==> config.mk <==
export PLATFORM = sky130hd
export DESIGN_NAME = io_port_ctrl_flat
export DESIGN_NICKNAME = d
export VERILOG_FILES = /design/src/rtl/io_port_pkg.sv /design/src/rtl/io_port_ctrl_if.sv /design/src/rtl/io_wdog.sv /design/src/rtl/io_port_ctrl.sv /design/src/flat_wrapper.sv
export SDC_FILE = /design/constraint.sdc
export NUM_CORES = 1
export LEC_CHECK = 0
export ABC_AREA = 1
export BUFFER_PORTS_ARGS = -buffer_cell sky130_fd_sc_hd__buf_2
export CORE_MARGIN = 4
export CORE_UTILIZATION = 40
export CTS_CLUSTER_DIAMETER = 60
export DETAILED_ROUTE_END_ITERATION = 16
export HOLD_SLACK_MARGIN = 0.02
export PLACE_DENSITY_LB_ADDON = 0.05
export SYNTH_ARGS = -nofsm -noshare
export SYNTH_HDL_FRONTEND = slang
export SYNTH_SLANG_ARGS = --single-unit
==> constraint.sdc <==
create_clock -name clk -period 3.48 [get_ports clk]
set_clock_uncertainty 0.1 [all_clocks]
set_input_delay 0.696 -clock clk [delete_from_list [all_inputs] [get_ports clk]]
set_output_delay 0.696 -clock clk [all_outputs]
set_load 0.02 [all_outputs]
==> src/rtl/io_port_pkg.sv <==
// Shared types and constants for the I/O port sequencer.
// Holds the FSM state encoding and transfer direction codes.
package io_port_pkg;

  typedef enum logic [1:0] {
    IDLE,
    WR_WAIT,
    RD_WAIT,
    DONE
  } state_t;

  localparam logic IO_DIR_RD = 1'b0;
  localparam logic IO_DIR_WR = 1'b1;
  localparam int   W_DEF     = 8;

endpackage

==> src/rtl/io_port_ctrl_if.sv <==
// CPU strobes and device handshake bundle for io_port_ctrl.
// master = the sequencer, slave = CPU side plus port devices.
interface io_port_ctrl_if
  import io_port_pkg::*;
#(
  parameter int NPORTS = 4,
  parameter int W      = W_DEF
);

  localparam int PW = $clog2(NPORTS);

  logic              io_enable;
  logic              io_dir;
  logic [PW-1:0]     port_sel;
  logic [W-1:0]      wdata;
  logic              stall;
  logic              done;
  logic [W-1:0]      rdata;
  logic              err_flag;
  logic [NPORTS*W-1:0] out_port;
  logic [NPORTS-1:0] out_valid;
  logic [NPORTS-1:0] out_ready;
  logic [W-1:0]      out_data;
  logic [NPORTS*W-1:0] in_data;
  logic [NPORTS-1:0] in_valid;
  logic [NPORTS-1:0] in_ack;

  modport master (
    input  io_enable, io_dir, port_sel, wdata,
    input  out_ready, in_data, in_valid,
    output stall, done, rdata, err_flag,
    output out_port, out_valid, out_data, in_ack
  );

  modport slave (
    output io_enable, io_dir, port_sel, wdata,
    output out_ready, in_data, in_valid,
    input  stall, done, rdata, err_flag,
    input  out_port, out_valid, out_data, in_ack
  );

endinterface

==> src/rtl/io_wdog.sv <==
// Handshake watchdog: counts wait cycles since the last clear.
// expired is high once TIMEOUT-1 wait cycles have elapsed.
module io_wdog #(
  parameter int TIMEOUT = 255
) (
  input  logic clk,
  input  logic reset,
  input  logic clear,
  input  logic tick,
  output logic expired
);

  localparam int CW = (TIMEOUT > 2) ? $clog2(TIMEOUT) : 1;

  logic [CW-1:0] cnt;

  always_ff @(posedge clk) begin
    if (reset || clear) begin
      cnt <= '0;
    end else if (tick && !expired) begin
      cnt <= cnt + 1'b1;
    end
  end

  assign expired = (cnt == CW'(TIMEOUT - 1));

endmodule

==> src/rtl/io_port_ctrl.sv <==
// I/O port bank sequencer: one read/write at a time, stalls the CPU.
// Define IO_TIMEOUT_EN to build the handshake watchdog and err_flag.
module io_port_ctrl
  import io_port_pkg::*;
#(
  parameter int NPORTS  = 4,
  parameter int W       = W_DEF,
  parameter int TIMEOUT = 255
) (
  input  logic clk,
  input  logic reset,
  io_port_ctrl_if.master bus
);

  localparam int PW = $clog2(NPORTS);

  state_t              state;
  logic [PW-1:0]       sel;
  logic                done_q;
  logic [W-1:0]        rdata_q;
  logic [W-1:0]        data_q;
  logic [NPORTS*W-1:0] port_q;
  logic [NPORTS-1:0]   valid_q;
  logic [NPORTS-1:0]   ack;
  logic [W-1:0]        sel_in;
  logic                req;
  logic                waiting;
  logic                expired;

  assign req     = (state == IDLE) && bus.io_enable;
  assign waiting = (state == WR_WAIT) || (state == RD_WAIT);

  always_comb begin
    sel_in = '0;
    for (int i = 0; i < NPORTS; i++) begin
      if (sel == PW'(i)) sel_in = bus.in_data[i*W +: W];
    end
  end

  always_comb begin
    ack = '0;
    if (state == RD_WAIT) ack[sel] = bus.in_valid[sel];
  end

`ifdef IO_TIMEOUT_EN
  logic err_q;

  io_wdog #(
    .TIMEOUT (TIMEOUT)
  ) u_wdog (
    .clk     (clk),
    .reset   (reset),
    .clear   (req),
    .tick    (waiting),
    .expired (expired)
  );

  assign bus.err_flag = err_q;
`else
  assign expired      = 1'b0;
  assign bus.err_flag = 1'b0;
`endif

  // out_data doubles as the captured write data, so it is 0 outside WR_WAIT
  always_ff @(posedge clk) begin
    if (reset) begin
      state   <= IDLE;
      sel     <= '0;
      done_q  <= 1'b0;
      rdata_q <= '0;
      data_q  <= '0;
      port_q  <= '0;
      valid_q <= '0;
`ifdef IO_TIMEOUT_EN
      err_q   <= 1'b0;
`endif
    end else begin
      done_q <= 1'b0;
      unique case (state)
        IDLE: begin
          if (bus.io_enable) begin
            sel <= bus.port_sel;
            if (bus.io_dir == IO_DIR_WR) begin
              state   <= WR_WAIT;
              data_q  <= bus.wdata;
              valid_q <= '0;
              valid_q[bus.port_sel] <= 1'b1;
            end else begin
              state <= RD_WAIT;
            end
          end
        end
        WR_WAIT: begin
          if (bus.out_ready[sel]) begin
            for (int i = 0; i < NPORTS; i++) begin
              if (sel == PW'(i)) port_q[i*W +: W] <= data_q;
            end
            valid_q <= '0;
            data_q  <= '0;
            done_q  <= 1'b1;
            state   <= DONE;
          end else if (expired) begin
            valid_q <= '0;
            data_q  <= '0;
            done_q  <= 1'b1;
            state   <= DONE;
`ifdef IO_TIMEOUT_EN
            err_q   <= 1'b1;
`endif
          end
        end
        RD_WAIT: begin
          if (bus.in_valid[sel]) begin
            rdata_q <= sel_in;
            done_q  <= 1'b1;
            state   <= DONE;
          end else if (expired) begin
            rdata_q <= '0;
            done_q  <= 1'b1;
            state   <= DONE;
`ifdef IO_TIMEOUT_EN
            err_q   <= 1'b1;
`endif
          end
        end
        DONE: state <= IDLE;
        default: state <= IDLE;
      endcase
    end
  end

  assign bus.stall     = req || waiting;
  assign bus.done      = done_q;
  assign bus.rdata     = rdata_q;
  assign bus.out_port  = port_q;
  assign bus.out_valid = valid_q;
  assign bus.out_data  = data_q;
  assign bus.in_ack    = ack;

endmodule

==> src/flat_wrapper.sv <==
// flat-port wrapper written by rule: the top's interface ports become plain ports
module io_port_ctrl_flat import io_port_pkg::*;
#(
  parameter int NPORTS  = 4,
  parameter int W       = W_DEF,
  parameter int TIMEOUT = 255
)
  (clk, reset, bus_io_enable, bus_io_dir, bus_port_sel, bus_wdata, bus_out_ready, bus_in_data, bus_in_valid, bus_stall, bus_done, bus_rdata, bus_err_flag, bus_out_port, bus_out_valid, bus_out_data, bus_in_ack);
  io_port_ctrl_if #(.NPORTS(NPORTS), .W(W)) bus_i ();
  input  logic clk;
  input  logic reset;
  input wire logic [$bits(bus_i.io_enable)-1:0] bus_io_enable;
  input wire logic [$bits(bus_i.io_dir)-1:0] bus_io_dir;
  input wire logic [$bits(bus_i.port_sel)-1:0] bus_port_sel;
  input wire logic [$bits(bus_i.wdata)-1:0] bus_wdata;
  input wire logic [$bits(bus_i.out_ready)-1:0] bus_out_ready;
  input wire logic [$bits(bus_i.in_data)-1:0] bus_in_data;
  input wire logic [$bits(bus_i.in_valid)-1:0] bus_in_valid;
  output wire logic [$bits(bus_i.stall)-1:0] bus_stall;
  output wire logic [$bits(bus_i.done)-1:0] bus_done;
  output wire logic [$bits(bus_i.rdata)-1:0] bus_rdata;
  output wire logic [$bits(bus_i.err_flag)-1:0] bus_err_flag;
  output wire logic [$bits(bus_i.out_port)-1:0] bus_out_port;
  output wire logic [$bits(bus_i.out_valid)-1:0] bus_out_valid;
  output wire logic [$bits(bus_i.out_data)-1:0] bus_out_data;
  output wire logic [$bits(bus_i.in_ack)-1:0] bus_in_ack;
  assign bus_i.io_enable = bus_io_enable;
  assign bus_i.io_dir = bus_io_dir;
  assign bus_i.port_sel = bus_port_sel;
  assign bus_i.wdata = bus_wdata;
  assign bus_i.out_ready = bus_out_ready;
  assign bus_i.in_data = bus_in_data;
  assign bus_i.in_valid = bus_in_valid;
  assign bus_stall = bus_i.stall;
  assign bus_done = bus_i.done;
  assign bus_rdata = bus_i.rdata;
  assign bus_err_flag = bus_i.err_flag;
  assign bus_out_port = bus_i.out_port;
  assign bus_out_valid = bus_i.out_valid;
  assign bus_out_data = bus_i.out_data;
  assign bus_in_ack = bus_i.in_ack;
  io_port_ctrl #(.NPORTS(NPORTS), .W(W), .TIMEOUT(TIMEOUT)) u_core (.clk(clk), .reset(reset), .bus(bus_i));
endmodule
==> metrics.txt <==
# TYPE chip_impl_metric gauge
chip_impl_metric{name="cts_hold_buf",unit=""} 0
chip_impl_metric{name="maximum_capacitance_violations",unit=""} 0
chip_impl_metric{name="final_hpwl_dp",unit="mm"} 5.03
chip_impl_metric{name="slew_viol_final",unit=""} 0
chip_impl_metric{name="regArea",unit="µm²"} 1140
chip_impl_info{name="tritoncts",value="yes"} 1
chip_impl_metric{name="clk_path_buf_depth",unit=""} 2
chip_impl_metric{name="fp.dieW",unit="µm"} 88.5
chip_impl_metric{name="layout-drive-gt1-share",unit="%"} 30.0
chip_impl_metric{name="power.density",unit="nW/µm²"} 625
chip_impl_metric{name="vdd.ir_drop.worst",unit="V"} 0.000262
chip_impl_metric{name="netlist_area",unit="µm²"} 2590
chip_impl_metric{name="io_pins",unit=""} 113
chip_impl_metric{name="postCtsResizedCells",unit=""} 0
chip_impl_metric{name="cell_internal_pwr",unit="mW"} 1.26
chip_impl_metric{name="die_height",unit="µm"} 88.5
chip_impl_metric{name="worst_ep_required_time",unit="ns"} 2.68
chip_impl_metric{name="worstMarginPinSlew",unit="ns"} 0.713
chip_impl_info{name="setup.worst_path.end_class",value="primary output"} 1
chip_impl_metric{name="switching_share",unit="%"} 39.7
chip_impl_metric{name="gp_congestion",unit=""} 0.849
chip_impl_metric{name="worst_reg2reg_setup_slack",unit="ns"} 1.30
chip_impl_metric{name="multi_input_comb_area",unit="µm²"} 1190
chip_impl_metric{name="post_drt_via_cell_ratio",unit=""} 4.59
chip_impl_metric{name="route.detailed.wl_per_inst",unit="µm"} 12.0
chip_impl_metric{name="worst_hold_path.num_cells",unit=""} 2
chip_impl_metric{name="netSwitchingPower",unit="mW"} 0.825
chip_impl_metric{name="detail_route.iter0.violations",unit=""} 85
chip_impl_metric{name="synth-seq-area-share",unit="%"} 44.0
chip_impl_metric{name="final_antenna_net_count",unit=""} 0
chip_impl_info{name="critPathLaunch",value="u_core.sel[0]$_SDFFE_PP0P_"} 1
chip_impl_metric{name="fmax",unit="MHz"} 398
chip_impl_metric{name="design.die.area",unit="µm²"} 7840
chip_impl_info{name="ctsRootBufferMaster",value="sky130_fd_sc_hd__clkbuf_8"} 1
chip_impl_metric{name="slew_headroom",unit="%"} 52.4
chip_impl_metric{name="grt_pass1_vias",unit=""} 2260
chip_impl_metric{name="design.final.nets",unit=""} 536
chip_impl_metric{name="grt_antenna_before_repair",unit=""} 0
chip_impl_metric{name="h_tree_depth",unit=""} 3
chip_impl_metric{name="cts_sinks",unit=""} 57
chip_impl_info{name="critPathCapture",value="bus_in_ack[2]"} 1
chip_impl_metric{name="finalCriticalPeriod",unit="ns"} 2.51
chip_impl_metric{name="avgSynthCellArea",unit="µm²"} 7.03
chip_impl_metric{name="area_growth_syn_to_layout",unit="%"} 28.3
chip_impl_metric{name="drtPass1Iterations",unit=""} 4
chip_impl_metric{name="final_util",unit="%"} 52.7
chip_impl_metric{name="worst_path_arrival",unit="ns"} 1.71
chip_impl_info{name="worst_r2r_endpoint",value="u_core.bus.out_valid[2]$_SDFFE_PP0P_"} 1
chip_impl_metric{name="num-fill-cells",unit=""} 682
chip_impl_metric{name="antenna_cells",unit=""} 0
chip_impl_metric{name="row_count",unit=""} 29
chip_impl_metric{name="power_leakage",unit="nW"} 1.66
chip_impl_metric{name="post-route-drc-count",unit=""} 0
chip_impl_metric{name="buffer_ports.inserted",unit=""} 111
chip_impl_metric{name="design.core.area",unit="µm²"} 6310
chip_impl_metric{name="synth-seq-cells",unit=""} 57
chip_impl_metric{name="routed-via-count",unit=""} 2571
chip_impl_metric{name="gr-usage-all-layers",unit="%"} 17.7
chip_impl_metric{name="worst_slack",unit="ns"} 0.969
chip_impl_metric{name="place_inst",unit=""} 544
chip_impl_info{name="critPathKind",value="reg2out"} 1
chip_impl_metric{name="critPathMaxFanout",unit=""} 10
chip_impl_metric{name="final_cell_count_no_fill",unit=""} 560
chip_impl_metric{name="depth_of_the_worst_register_to_register_path",unit=""} 8
chip_impl_info{name="worstReg2RegStart",value="u_core.state[1]$_SDFFE_PP0P_"} 1
chip_impl_metric{name="place_worst_setup_slack",unit="ns"} 1.22
chip_impl_metric{name="cts.clk_slew.worst_paths",unit="ns"} 0.06
chip_impl_info{name="min_path_type",value="reg2reg"} 1
chip_impl_metric{name="worst_skew_pair.late_latency",unit="ns"} 0.32
chip_impl_metric{name="drt-total-wl",unit="mm"} 6.74
chip_impl_metric{name="cts_buffers",unit=""} 9
chip_impl_info{name="element_type_at_the_critical_path_start",value="register"} 1
chip_impl_metric{name="netlist_instances",unit=""} 369
chip_impl_metric{name="post-route-period-util",unit="%"} 72.1
chip_impl_metric{name="start_util",unit="%"} 41.1
chip_impl_metric{name="clock_power_share",unit="%"} 24.7
chip_impl_metric{name="grt_start_max_net_pins",unit=""} 29
chip_impl_metric{name="number_of_hold_violations_in_the_final_report",unit=""} 0
chip_impl_metric{name="p_comb_share",unit="%"} 35.5
chip_impl_metric{name="mappedNetlistNets",unit=""} 427
chip_impl_metric{name="ys.warnings.count",unit=""} 0
chip_impl_info{name="rsz0062_at_grt",value="no"} 1
chip_impl_metric{name="netlist-cell-type-count",unit=""} 26
chip_impl_metric{name="cts.repair_timing.setup_buffer_count",unit=""} 0
chip_impl_metric{name="seq_power_share",unit="%"} 39.9
chip_impl_info{name="status",value="complete, no violations"} 1
chip_impl_metric{name="number_of_setup_violations_in_the_final_report",unit=""} 0
chip_impl_metric{name="final.setup.tns",unit="ns"} 0
chip_impl_metric{name="global_route_wire_length_before_repair",unit="mm"} 10.8
chip_impl_metric{name="globalRoute.totalOverflow",unit=""} 0
-- stage by stage --
stage / hold slack, ns / cell area [µm²] / power [mW]
2_1_floorplan: 0.420 / 2590 / 1.39
3_3_place_gp: 0.329 / 3170 / 1.58
3_5_place_dp: 0.336 / 3170 / 1.59
4_1_cts: 0.345 / 3330 / 2.11
5_1_grt: 0.364 / 3330 / 2.25
6_report: 0.342 / 3330 / 2.08
-- worst max-delay path: stages (launching register included) --
cell and delay (ns):
sky130_fd_sc_hd__dfxtp_1 0.64, sky130_fd_sc_hd__nand2_1 0.09, sky130_fd_sc_hd__nand2_1 0.08, sky130_fd_sc_hd__nand2_1 0.07, sky130_fd_sc_hd__nand2_2 0.11, sky130_fd_sc_hd__nand2_4 0.08
sky130_fd_sc_hd__nor3_1 0.13, sky130_fd_sc_hd__buf_2 0.19
-- worst min path at each step --
stage	endpoint	from	slack (ns)
floorplan	u_core.bus.out_port[10]$_SDFFE_PP0P_	u_core.bus.out_port[10]$_SDFFE_PP0P_	0.42
global placement	u_core.bus.out_port[20]$_SDFFE_PP0P_	u_core.bus.out_port[20]$_SDFFE_PP0P_	0.33
detailed placement	u_core.bus.out_port[3]$_SDFFE_PP0P_	u_core.bus.out_port[3]$_SDFFE_PP0P_	0.34
CTS	u_core.bus.out_port[3]$_SDFFE_PP0P_	u_core.bus.out_port[3]$_SDFFE_PP0P_	0.35
global route	u_core.bus.out_port[20]$_SDFFE_PP0P_	u_core.bus.out_port[20]$_SDFFE_PP0P_	0.36
finish	u_core.bus.out_port[23]$_SDFFE_PP0P_	u_core.bus.out_port[23]$_SDFFE_PP0P_	0.34
-- layout by cell type (no fill, tap or decap), drive strengths merged --
| cell type | n |
|---|---|
| nand3 | 16 |
| clkinv | 5 |
| nand4 | 2 |
| inv | 41 |
| ha | 4 |
| clkinvlp | 2 |
| nand2 | 80 |
| conb | 1 |
| o21ai | 38 |
| buf | 113 |
| o21bai | 1 |
| dfxtp | 57 |
| nor2 | 61 |
| a21oi | 45 |
| clkbuf | 10 |
| nor3 | 7 |
-- cell type report --
type | instances | area share, %
multi-input cells | 255 | 35.9
flip-flops and latches | 57 | 34.3
clock inverters | 6 | 1.05
clock buffers | 10 | 3.83
repair buffers | 113 | 17.1
inverters | 42 | 4.89
well taps | 77 | 2.89
-- cells by family after synthesis --
logic type	share of synthesized area [%]
other	0.145
buffers and inverters	9.94
adders and majority gates	1.93
AOI/OAI and AO/OA	16.4
DFF	44.0
and+or+nand+nor	27.5
-- metal layers --
metal | GRT usage [%] | share of wire [%] | vias to the layer above
li1 | - | - | 1396
met1 | 23.7 | 47 | 1085
met2 | 27.3 | 44 | 82
met3 | 4.56 | 7.9 | 8
met4 | 7.01 | 1.4 | 0
met5 | 0 | 0 | -
-- cells in the mapped netlist --
library cell,count,area (µm²)
sky130_fd_sc_hd__nand2_1,76,285
sky130_fd_sc_hd__nor2_1,58,218
sky130_fd_sc_hd__dfxtp_1,57,1140
sky130_fd_sc_hd__a21oi_1,44,220
sky130_fd_sc_hd__inv_1,36,135
sky130_fd_sc_hd__o21ai_0,33,165
sky130_fd_sc_hd__nand3_1,12,60.1
sky130_fd_sc_hd__buf_2,7,35.0
sky130_fd_sc_hd__nor3_1,7,35.0
sky130_fd_sc_hd__o21ai_1,5,25.0
sky130_fd_sc_hd__ha_1,4,50.1
sky130_fd_sc_hd__nand3_2,4,40.0
sky130_fd_sc_hd__buf_6,3,33.8
sky130_fd_sc_hd__inv_2,3,11.3
sky130_fd_sc_hd__nand2_2,3,18.8
sky130_fd_sc_hd__nor2_4,3,33.8
sky130_fd_sc_hd__buf_4,2,15.0
sky130_fd_sc_hd__clkbuf_1,2,7.51
sky130_fd_sc_hd__inv_4,2,12.5
sky130_fd_sc_hd__nand4_1,2,12.5
sky130_fd_sc_hd__a21oi_2,1,8.76
sky130_fd_sc_hd__buf_1,1,3.75
sky130_fd_sc_hd__clkinv_1,1,3.75
sky130_fd_sc_hd__conb_1,1,3.75
sky130_fd_sc_hd__nand2_4,1,11.3
sky130_fd_sc_hd__o21bai_1,1,7.51
-- registers in the layout, summed over array words and instances (netlist names) --
name and flops:
u_core.state 2, u_core.bus.out_valid 4, u_core.sel 2, u_core.bus.out_port 32, u_core.bus.done 1, u_core.bus.out_data 8, u_core.bus.rdata 8
-- power by group through the flow --
stage	clock network (mW)	registers (mW)	logic, mW
floorplan	0	0.905	0.490
global placement	0	0.843	0.742
detailed placement	0	0.844	0.744
CTS	0.532	0.831	0.746
global route	0.563	0.841	0.843
finish	0.513	0.829	0.738
No activity file was read; power rests on OpenSTA's default activity.
